<file path="config.mk">
export PLATFORM = sky130hd
export DESIGN_NAME = alu_seq
export DESIGN_NICKNAME = d
export VERILOG_FILES = /design/src/rtl/alu_seq.sv
export SDC_FILE = /design/constraint.sdc
export NUM_CORES = 1
export LEC_CHECK = 0
export ABC_AREA = 1
export CORE_AREA = 2 2 97 122
export CTS_BUF_LIST = sky130_fd_sc_hd__clkbuf_8 sky130_fd_sc_hd__clkbuf_16
export CTS_CLUSTER_SIZE = 8
export DETAILED_ROUTE_END_ITERATION = 10
export DIE_AREA = 0 0 99 124
export PLACE_DENSITY_LB_ADDON = 0.25
export SLEW_MARGIN = 20
export SYNTH_ARGS = -nofsm -noshare
export SYNTH_HDL_FRONTEND = slang
export SYNTH_SLANG_ARGS = --single-unit
</file>
<file path="constraint.sdc">
create_clock -name clk -period 3 [get_ports clk]
set_clock_uncertainty 0.2 [all_clocks]
set_input_delay 0.6 -clock clk [delete_from_list [all_inputs] [get_ports clk]]
set_output_delay 0.6 -clock clk [all_outputs]
set_load 0.02 [all_outputs]
</file>
<file path="src/rtl/alu_seq.sv">
// alu_seq: handshaked sequential ALU for the CR16-style datapath.
// Accepts one operation at a time. Most operations complete one cycle after
// the accept edge. LSH and ARSH run on an iterative one-bit-per-cycle shifter,
// so their latency depends on the shift amount. A persistent status register
// holds Z/C/F/N/L, and ADDC consumes the stored carry.
// Ports:
//   clk, reset           rising-edge clock, asynchronous active-high reset
//   in_valid/in_ready    request handshake (opcode, a, b captured on accept)
//   out_valid/out_ready  result handshake (result, flags, err held until taken)
//   flags                [4]=Z [3]=C [2]=F [1]=N [0]=L
//   err                  illegal opcode, meaningful while out_valid=1
module alu_seq #(
    parameter int WIDTH = 16,
    parameter int SW    = $clog2(WIDTH) + 1
) (
    input  logic             clk,
    input  logic             reset,
    input  logic             in_valid,
    output logic             in_ready,
    input  logic [4:0]       opcode,
    input  logic [WIDTH-1:0] a,
    input  logic [WIDTH-1:0] b,
    output logic             out_valid,
    input  logic             out_ready,
    output logic [WIDTH-1:0] result,
    output logic [4:0]       flags,
    output logic             err
);

    localparam logic [4:0] OP_ADD  = 5'b00000;
    localparam logic [4:0] OP_ADDU = 5'b00001;
    localparam logic [4:0] OP_ADDC = 5'b00010;
    localparam logic [4:0] OP_SUB  = 5'b00011;
    localparam logic [4:0] OP_CMP  = 5'b00100;
    localparam logic [4:0] OP_AND  = 5'b00101;
    localparam logic [4:0] OP_OR   = 5'b00110;
    localparam logic [4:0] OP_XOR  = 5'b00111;
    localparam logic [4:0] OP_NOT  = 5'b01000;
    localparam logic [4:0] OP_LSH  = 5'b01001;
    localparam logic [4:0] OP_ARSH = 5'b01010;
    localparam logic [4:0] OP_MOV  = 5'b01011;
    localparam logic [4:0] OP_NOP  = 5'b01100;

    localparam logic [SW-1:0] WIDTH_CNT = SW'(WIDTH);
    localparam logic [SW-1:0] ONE_CNT   = SW'(1);

    typedef enum logic [1:0] {
        ST_IDLE  = 2'd0,
        ST_SHIFT = 2'd1,
        ST_DONE  = 2'd2
    } state_t;

    state_t           state_r;
    logic [WIDTH-1:0] work_r;
    logic [SW-1:0]    cnt_r;
    logic             shl_r;
    logic             arith_r;
    logic             in_ready_r;
    logic             out_valid_r;
    logic [WIDTH-1:0] result_r;
    logic [4:0]       flags_r;
    logic             err_r;

    logic             cin_s;
    logic [WIDTH:0]   sum_s;
    logic [WIDTH:0]   diff_s;
    logic [SW-1:0]    amt_s;
    logic [SW-1:0]    mag_s;
    logic [SW-1:0]    shift_cnt_s;
    logic             shl_s;
    logic             arith_s;
    logic             is_shift_s;
    logic [WIDTH-1:0] step_s;
    logic [WIDTH-1:0] nxt_result_s;
    logic [4:0]       nxt_flags_s;
    logic             nxt_err_s;

    function automatic logic is_zero(input logic [WIDTH-1:0] v);
        return (v == {WIDTH{1'b0}});
    endfunction

    // Adder/subtractor shared by the arithmetic opcodes; diff_s[WIDTH] is the borrow.
    always_comb begin
        cin_s  = (opcode == OP_ADDC) ? flags_r[3] : 1'b0;
        sum_s  = {1'b0, a} + {1'b0, b} + {{WIDTH{1'b0}}, cin_s};
        diff_s = {1'b0, a} - {1'b0, b};
    end

    // Decode shift direction and iteration count; LSH amounts are signed, ARSH unsigned.
    always_comb begin
        amt_s   = b[SW-1:0];
        shl_s   = 1'b0;
        arith_s = 1'b0;
        mag_s   = amt_s;
        if (opcode == OP_LSH) begin
            if (amt_s[SW-1]) begin
                mag_s = -amt_s;
                shl_s = 1'b0;
            end else begin
                mag_s = amt_s;
                shl_s = 1'b1;
            end
        end else if (opcode == OP_ARSH) begin
            arith_s = 1'b1;
        end else begin
            arith_s = 1'b0;
        end
        // Saturating at WIDTH steps already gives the all-zero / all-sign result.
        shift_cnt_s = (mag_s > WIDTH_CNT) ? WIDTH_CNT : mag_s;
        is_shift_s  = (opcode == OP_LSH) || (opcode == OP_ARSH);
    end

    // One bit of shifting per cycle on the working register.
    always_comb begin
        if (shl_r) begin
            step_s = {work_r[WIDTH-2:0], 1'b0};
        end else if (arith_r) begin
            step_s = {work_r[WIDTH-1], work_r[WIDTH-1:1]};
        end else begin
            step_s = {1'b0, work_r[WIDTH-1:1]};
        end
    end

    // Single-cycle result and flag update for everything except a real shift.
    always_comb begin
        nxt_result_s = {WIDTH{1'b0}};
        nxt_flags_s  = flags_r;
        nxt_err_s    = 1'b0;
        case (opcode)
            OP_ADD, OP_ADDU, OP_ADDC: begin
                nxt_result_s   = sum_s[WIDTH-1:0];
                nxt_flags_s[4] = is_zero(sum_s[WIDTH-1:0]);
                nxt_flags_s[3] = sum_s[WIDTH];
                nxt_flags_s[2] = (opcode != OP_ADDU) && (a[WIDTH-1] == b[WIDTH-1]) &&
                                 (sum_s[WIDTH-1] != a[WIDTH-1]);
            end
            OP_SUB: begin
                nxt_result_s   = diff_s[WIDTH-1:0];
                nxt_flags_s[4] = is_zero(diff_s[WIDTH-1:0]);
                nxt_flags_s[3] = diff_s[WIDTH];
                nxt_flags_s[2] = (a[WIDTH-1] != b[WIDTH-1]) && (diff_s[WIDTH-1] != a[WIDTH-1]);
            end
            OP_CMP: begin
                nxt_flags_s[4] = (a == b);
                nxt_flags_s[1] = ($signed(a) < $signed(b));
                nxt_flags_s[0] = diff_s[WIDTH];
            end
            OP_AND: begin
                nxt_result_s   = a & b;
                nxt_flags_s[4] = is_zero(a & b);
            end
            OP_OR: begin
                nxt_result_s   = a | b;
                nxt_flags_s[4] = is_zero(a | b);
            end
            OP_XOR: begin
                nxt_result_s   = a ^ b;
                nxt_flags_s[4] = is_zero(a ^ b);
            end
            OP_NOT: begin
                nxt_result_s   = ~a;
                nxt_flags_s[4] = is_zero(~a);
            end
            OP_LSH, OP_ARSH: begin
                // Only reached with a zero amount; nonzero amounts go through SHIFT.
                nxt_result_s   = a;
                nxt_flags_s[4] = is_zero(a);
            end
            OP_MOV: begin
                nxt_result_s = b;
            end
            OP_NOP: begin
                nxt_result_s = {WIDTH{1'b0}};
            end
            default: begin
                nxt_err_s = 1'b1;
            end
        endcase
    end

    // Control FSM with registered handshake, result, flag and error outputs.
    always_ff @(posedge clk or posedge reset) begin
        if (reset) begin
            state_r     <= ST_IDLE;
            work_r      <= {WIDTH{1'b0}};
            cnt_r       <= {SW{1'b0}};
            shl_r       <= 1'b0;
            arith_r     <= 1'b0;
            in_ready_r  <= 1'b1;
            out_valid_r <= 1'b0;
            result_r    <= {WIDTH{1'b0}};
            flags_r     <= 5'b00000;
            err_r       <= 1'b0;
        end else begin
            case (state_r)
                ST_IDLE: begin
                    if (in_valid) begin
                        in_ready_r <= 1'b0;
                        if (is_shift_s && (shift_cnt_s != {SW{1'b0}})) begin
                            state_r <= ST_SHIFT;
                            work_r  <= a;
                            cnt_r   <= shift_cnt_s;
                            shl_r   <= shl_s;
                            arith_r <= arith_s;
                        end else begin
                            state_r     <= ST_DONE;
                            out_valid_r <= 1'b1;
                            result_r    <= nxt_result_s;
                            flags_r     <= nxt_flags_s;
                            err_r       <= nxt_err_s;
                        end
                    end
                end
                ST_SHIFT: begin
                    work_r <= step_s;
                    cnt_r  <= cnt_r - ONE_CNT;
                    if (cnt_r == ONE_CNT) begin
                        state_r     <= ST_DONE;
                        out_valid_r <= 1'b1;
                        result_r    <= step_s;
                        flags_r     <= {is_zero(step_s), flags_r[3:0]};
                        err_r       <= 1'b0;
                    end
                end
                ST_DONE: begin
                    if (out_ready) begin
                        state_r     <= ST_IDLE;
                        out_valid_r <= 1'b0;
                        in_ready_r  <= 1'b1;
                    end
                end
                default: begin
                    state_r     <= ST_IDLE;
                    out_valid_r <= 1'b0;
                    in_ready_r  <= 1'b1;
                end
            endcase
        end
    end

    assign in_ready  = in_ready_r;
    assign out_valid = out_valid_r;
    assign result    = result_r;
    assign flags     = flags_r;
    assign err       = err_r;

endmodule

</file>
==> Word-level counts from Yosys, hierarchy flattened <==
Cells that the tools add are included.
{ "word_totals": {"out_inout_bits": 24, "elab_cells": 128, "inputBits": 41, "reg_bits": 49} }
{ "classes": {"bitwise_logic": 6, "addsub": 5, "mux": 46, "n_reduce_logical": 30, "eq_ne": 27, "n_lt_le_gt_ge": 2} }
{ "op_table": {"columns": ["op", "count"], "rows": [
  ["16-bit zero test", 8],
  ["16-bit one-hot mux with 8 select lines", 1],
  ["16-bit two-way mux", 7],
  ["16-bit one-hot mux with 2 select lines", 2],
  ["5-bit two-way mux", 8],
  ["5-bit by 4-bit == test with 1-bit output, second input constant", 5],
  ["5-bit by 3-bit == test with 1-bit output, second input constant", 4],
  ["5-bit one-hot mux with 2 select lines", 2],
  ["16-bit by 16-bit adder with 17-bit output", 1],
  ["17-bit by 1-bit adder with 17-bit output", 1],
  ["16-bit by 16-bit subtractor with 17-bit output", 1],
  ["16-bit bitwise AND", 1],
  ["16-bit == test", 1],
  ["16-bit < comparator", 1],
  ["16-bit inverter", 1],
  ["16-bit bitwise OR", 1],
  ["16-bit bitwise XOR", 1],
  ["1-bit two-way mux", 15],
  ["5-bit AND reduction", 3],
  ["13-bit OR reduction", 1],
  ["3-bit AND reduction", 4],
  ["5-bit by 1-bit == test with 1-bit output, second input constant", 2],
  ["5-bit by 2-bit == test with 1-bit output, second input constant", 2],
  ["2-bit two-way mux", 5],
  ["other kinds (25)", 38]
]} }

==> Logic depth before layout (Yosys ltp) <==
{ "depth": {"word_depth": 10, "ltp_mapped": 19, "ltp_nobuf": 19} }

==> Worst setup path after synthesis <==
No wires, ideal clock.
{ "synth_timing": {"path_kind": "input -> register", "start": "in opcode[2]", "end": "reg flags_r[4] (netlist: flags[4])", "setup_time_ps": 77, "arrival_ps": 2760, "n_path_buf": 0, "slack_ps": -38, "path_stages": 18, "t_required_ps": 2723, "cell_sequence": "inv_1 > nand2_1 > nor2_1 > nand3_1 > fa_1 > fa_1 > inv_1 > nand3_1 > nand2_1 > nand2_1 > nand2_1 > xor2_1 > nand3_1 > nor2_1 > nand4_1 > nand3_1 > nand2_1 > a21oi_1"} }
{ "synth_via": {"elab_chain_len": 8} }
{ "synth_lines": {"columns": ["item", "line", "text"], "rows": [
  ["from (decl)", "20", "input logic [4:0] opcode,"],
  ["5-bit by 2-bit == test with 1-bit output / 5-bit by 4-bit == test with 1-bit output (equally long branches)", null, null],
  ["1-bit two-way mux / 5-bit two-way mux (equally long branches)", "84, 95", null],
  ["17-bit by 1-bit adder with 17-bit output / 5-bit > comparator (equally long branches)", "85, 109", null],
  ["16-bit zero test / 5-bit two-way mux (equally long branches)", "79, 109", null],
  ["1-bit one-hot mux with 8 select lines / 5-bit nonzero test (equally long branches)", "129, 199", null],
  ["5-bit two-way mux / 1-bit logical AND (equally long branches)", "199", "if (is_shift_s && (shift_cnt_s != {SW{1'b0}})) begin"],
  ["5-bit two-way mux / 2-bit != test (equally long branches)", null, null],
  ["5-bit one-hot mux with 2 select lines / 5-bit AND reduction (equally long branches)", null, null],
  ["to (signal assigned)", "209", "flags_r <= nxt_flags_s;"],
  ["to (signal assigned)", "221", "flags_r <= {is_zero(step_s), flags_r[3:0]};"],
  ["to (decl)", "61", "logic [4:0] flags_r;"]
]} }
Several ways; a longest one is shown, not always the timed one. The select of a mux whose other input is x is not followed.
A chain may end at the register's enable or synchronous reset.

==> Worst setup path in the final report <==
{ "layout_timing": {"start": "in b[6]", "end": "reg flags_r[4] (netlist: flags[4])"} }
{ "layout_via": {"elab_chain_len": 7} }
{ "layout_lines": {"columns": ["item", "line", "text"], "rows": [
  ["from (decl)", "22", "input logic [WIDTH-1:0] b,"],
  ["16-bit by 16-bit adder with 17-bit output", "85", "sum_s = {1'b0, a} + {1'b0, b} + {{WIDTH{1'b0}}, cin_s};"],
  ["17-bit by 1-bit adder with 17-bit output", "85", null],
  ["16-bit zero test", "79", "return (v == {WIDTH{1'b0}});"],
  ["1-bit one-hot mux with 8 select lines *", "129", "case (opcode)"],
  ["5-bit two-way mux *", "199", null],
  ["5-bit two-way mux *", "197", "if (in_valid) begin"],
  ["5-bit one-hot mux with 2 select lines *", "195", "case (state_r)"]
]} }
Every way passes the cells marked *; elsewhere a longest branch is shown, timed or not. The select of a mux whose other input is x is not followed.

==> impl_metrics.tcl <==
set metrics [dict create \
    synth-compound-area-share_pct 17.8 \
    synth-edff-count 0 \
    ant_nets 0 \
    drtIter0Drc 999 \
    power_leakage_uw 0.00464 \
    cp_data_required_time_ns 3.03 \
    multi_input_area_mm2 0.00440 \
    synthAdderAreaFrac_pct 11.7 \
    clockPowerShare_pct 12.1 \
    crit_fanout 3 \
    tightest_slew_ns 0.568 \
    cts_root_buf "clkbuf_16" \
    async_reset_ff_share_pct 100 \
    core_mm2 0.0110 \
    combinationalPowerShare_pct 62.6 \
    slowest_delay_ns 0.49 \
    finalHoldViolCount 0 \
    io_buffers 64 \
    h-tree-depth 2 \
    crit_top_cell "nand2_1" \
    yosys_register_bits 49 \
    p_switching_uw 2170 \
    crit_type "in2reg" \
    start_util_pct 54.3 \
    p_int_uw 2510 \
    min_period_over_period_pct 98.3 \
    synth_cell_types 43 \
    yosysTopAreaCell "dfrtp_1" \
    drv_slew 0 \
    min_period_ns 2.95 \
    max_slew_margin_pct 62.1 \
    timing.max_cap.violations 0 \
    numCtsBuffers 5 \
    cp.arrival_ns 2.98 \
    crit_slowest_cell "clkdlybuf4s50_1" \
    dieArea_mm2 0.0123 \
    synth-xor-area-share_pct 1.61 \
    start_kind "input pin" \
    synth_top_family_by_area "simple AND/OR/NAND/NOR gates" \
    grt_pass1_wl_mm 38.6 \
    muxShareOfSynthArea_pct 0.668 \
    swShare_pct 46.4 \
    avgSynthCellArea_um2 6.09 \
    grt_use_total_pct 40.6 \
    syn_area_mm2 0.00599 \
    synthCells 984 \
    path_cells "clkdlybuf4s50_1 > inv_2 > ha_4 > inv_2 > buf_4 > nand2_1 > nand2_2 > a21oi_2 > nand2_4 > nand2_1 > nand2_1 > nor2_1 > nand3_1 > nor2_2 > nand3_1 > nand3_1 > nand2_1 > a21oi_2" \
    io-pin-count 65 \
    syn2layout_area_growth_pct 49.8 \
    wl_met3_mm 2.67 \
    fill_cells 806 \
    setup_viol 0 \
    dr.pass1.iters 9 \
    clk_pin_slew_worst_paths_ns 0.06 \
    postCtsHoldBufs 0 \
    routed_wl_mm 26.0 \
    cts_buffer_depth 2 \
    antenna-diode-count 0 \
    top_layer_used "met4" \
    pwr-share-seq_pct 25.3 \
    p_per_area_mw_per_mm2 522 \
    cts_tree "built" \
    hold-worst-slack_ns 0.269 \
    rows 43 \
    globalplace.congestion 1.05 \
    synthTopCellsByArea "dfrtp_1 20%, nand2_1 17%, ha_1 11%, inv_1 9.1%, nor2_1 5.9%" \
    vias 8270 \
    status "complete, no violations" \
    avgRoutedWirePerCell_um 18.8 \
    post-route-drc-count 0 \
    grt_max_degree 47 \
    hpwl_mm 20.0 \
    synth_flop_cell "dfrtp_1" \
    grt.overflow.total 0 \
    clock_latency_ns 0.29 \
    grt_pass1_vias 7610 \
    drive_above_1_share_pct 27.3 \
    crit_path_end_kind "flip-flop" \
    worst_slack_ns 0.0500 \
    synth_top_area_share_pct 20.1 \
    nets 1341 \
    chipWidth_um 99 \
    final_core_util_pct 81.3 \
    wl_met1_mm 9.48 \
    place_ws_ns -0.630 \
    min_path_type "reg2reg" \
    rsz0062_at_grt "yes" \
    met2_length_mm 12.2 \
    cts.sinks 49 \
    die_h_um 124 \
    synth_simple_gate_area_share_pct 35.7 \
    synth_nets 1079 \
    seq_area_frac_synth_pct 20.5 \
    ys_warn_count 0 \
    antenna_found_initial 0 \
    vias_per_cell 5.98 \
    ir_worst_vdd_mv 0.374 \
    regArea_mm2 0.00123 \
    fmax_mhz 339 \
]
-- through the flow --
stage                     cells  setup TNS, ns  cell area (µm²)  total power (µW)
final                      1382              0             8970              4680
after floorplan             984              0             5990              2680
after detailed placement   1355         -14.58             8280              3820
after global routing       1382         -0.181             8970              4930
after CTS                  1377        -0.0101             8590              4430
after global placement     1355         -11.86             8280              3750
-- power groups by stage --
stage	registers (µW)	logic (µW)	clock network [µW]
after floorplan	1290	1390	0
after CTS	1170	2700	560
after detailed placement	1170	2650	0
final	1180	2930	568
after global routing	1200	3140	588
after global placement	1160	2590	0
-- synth_stat cells (4+ instances only) --
cell type,count
a21oi_1,64
a31oi_1,5
buf_2,16
clkbuf_1,12
dfrtp_1,48
ha_1,51
inv_1,145
mux2i_1,4
nand2_1,267
nand2_2,4
nand3_1,65
nand4_1,26
nor2_1,94
nor3_1,18
nor4_1,14
o2111ai_1,7
o21ai_0,52
o21ai_1,10
o21bai_1,4
o221ai_1,6
o22ai_1,28
xor2_1,10
-- cell type report --
cell class                      instances  share of cell area (%)
Clock buffer                            6                    1.55
Multi-Input combinational cell        753                    49.1
Timing Repair Buffer                  288                    27.4
Sequential cell                        49                    13.7
Inverter                              149                    6.29
Tap cell                              135                    1.88
Clock inverter                          2                  0.0837
-- metal layers --
metal | track usage, % | vias to the layer above
li1 | - | 3782
met1 | 48.5 | 3774
met2 | 70.4 | 561
met3 | 6.34 | 153
met4 | 21.1 | 0
met5 | 0 | -
-- cell usage in the layout (no fill, tap or decap), types with 4 or more instances in the layout --
master           synthesis  routed
nand2_1                267     247
buf_4                    3     210
inv_1                  145     126
nor2_1                  94      87
nand3_1                 65      56
a21oi_1                 64      51
clkdlybuf4s50_1          0      51
o21ai_0                 52      49
dfrtp_1                 48      48
ha_1                    51      36
o22ai_1                 28      28
nand4_1                 26      26
nand2_2                  4      22
inv_2                    2      21
nor3_1                  18      18
nor4_1                  14      14
a21oi_2                  0      13
o21ai_1                 10      13
ha_4                     0      12
nand3_2                  2      11
xor2_1                  10       9
buf_12                   0       8
nor2_2                   1       7
o2111ai_1                7       7
clkbuf_16                0       6
buf_6                    1       6
a31oi_1                  5       5
o221ai_1                 6       5
dlymetal6s2s_1           0       5
o21bai_1                 4       4
mux2i_1                  4       4
-- kinds of logic after synthesis --
| kind of cell | Yosys count |
|---|---|
| compound gates | 187 |
| xor+xnor | 11 |
| fa+ha+maj | 54 |
| buf+inv | 182 |
| flops | 49 |
| mux | 4 |
| simple gates | 497 |
-- critical path: cells and delay by family --
| family | cells | cell delay (ns) |
|---|---|---|
| adder cells (fa/ha/maj) | 1 | 0.27 |
| buffers and inverters | 4 | 0.71 |
| AND/OR/NAND/NOR | 11 | 1.04 |
| AO/OA/AOI/OAI | 2 | 0.32 |
-- worst paths after layout --
kind | startpoint | end | slack, ns | cells after the start
worst min register to register | out_valid | out_valid | 0.27 | 2
worst max register to register | flags[3] | flags[4] | 0.21 | 16
worst min-delay path | out_valid | out_valid | 0.27 | 2
min in group asynchronous | reset | result[15] | 0.50 | 2
worst max-delay path | b[6] | flags[4] | 0.05 | 18
max in group asynchronous | reset | in_ready | 1.50 | 3
-- state kept, by name, summed over array words and instances, names as in the netlist --
register and flops:
cnt_r 5, arith_r 1, err 1, shl_r 1
work_r 16, in_ready 1, flags 5, out_valid 1
state_r 2, result 16
-- what timing repair did --
action	CTS	global route
buffers inserted	14	5
pin swaps	17	26
hold endpoints to repair	0	0
endpoints found under the setup margin	23	45
cloned	0	1
gates resized for setup	40	93
No activity file was read; power rests on OpenSTA's default activity.
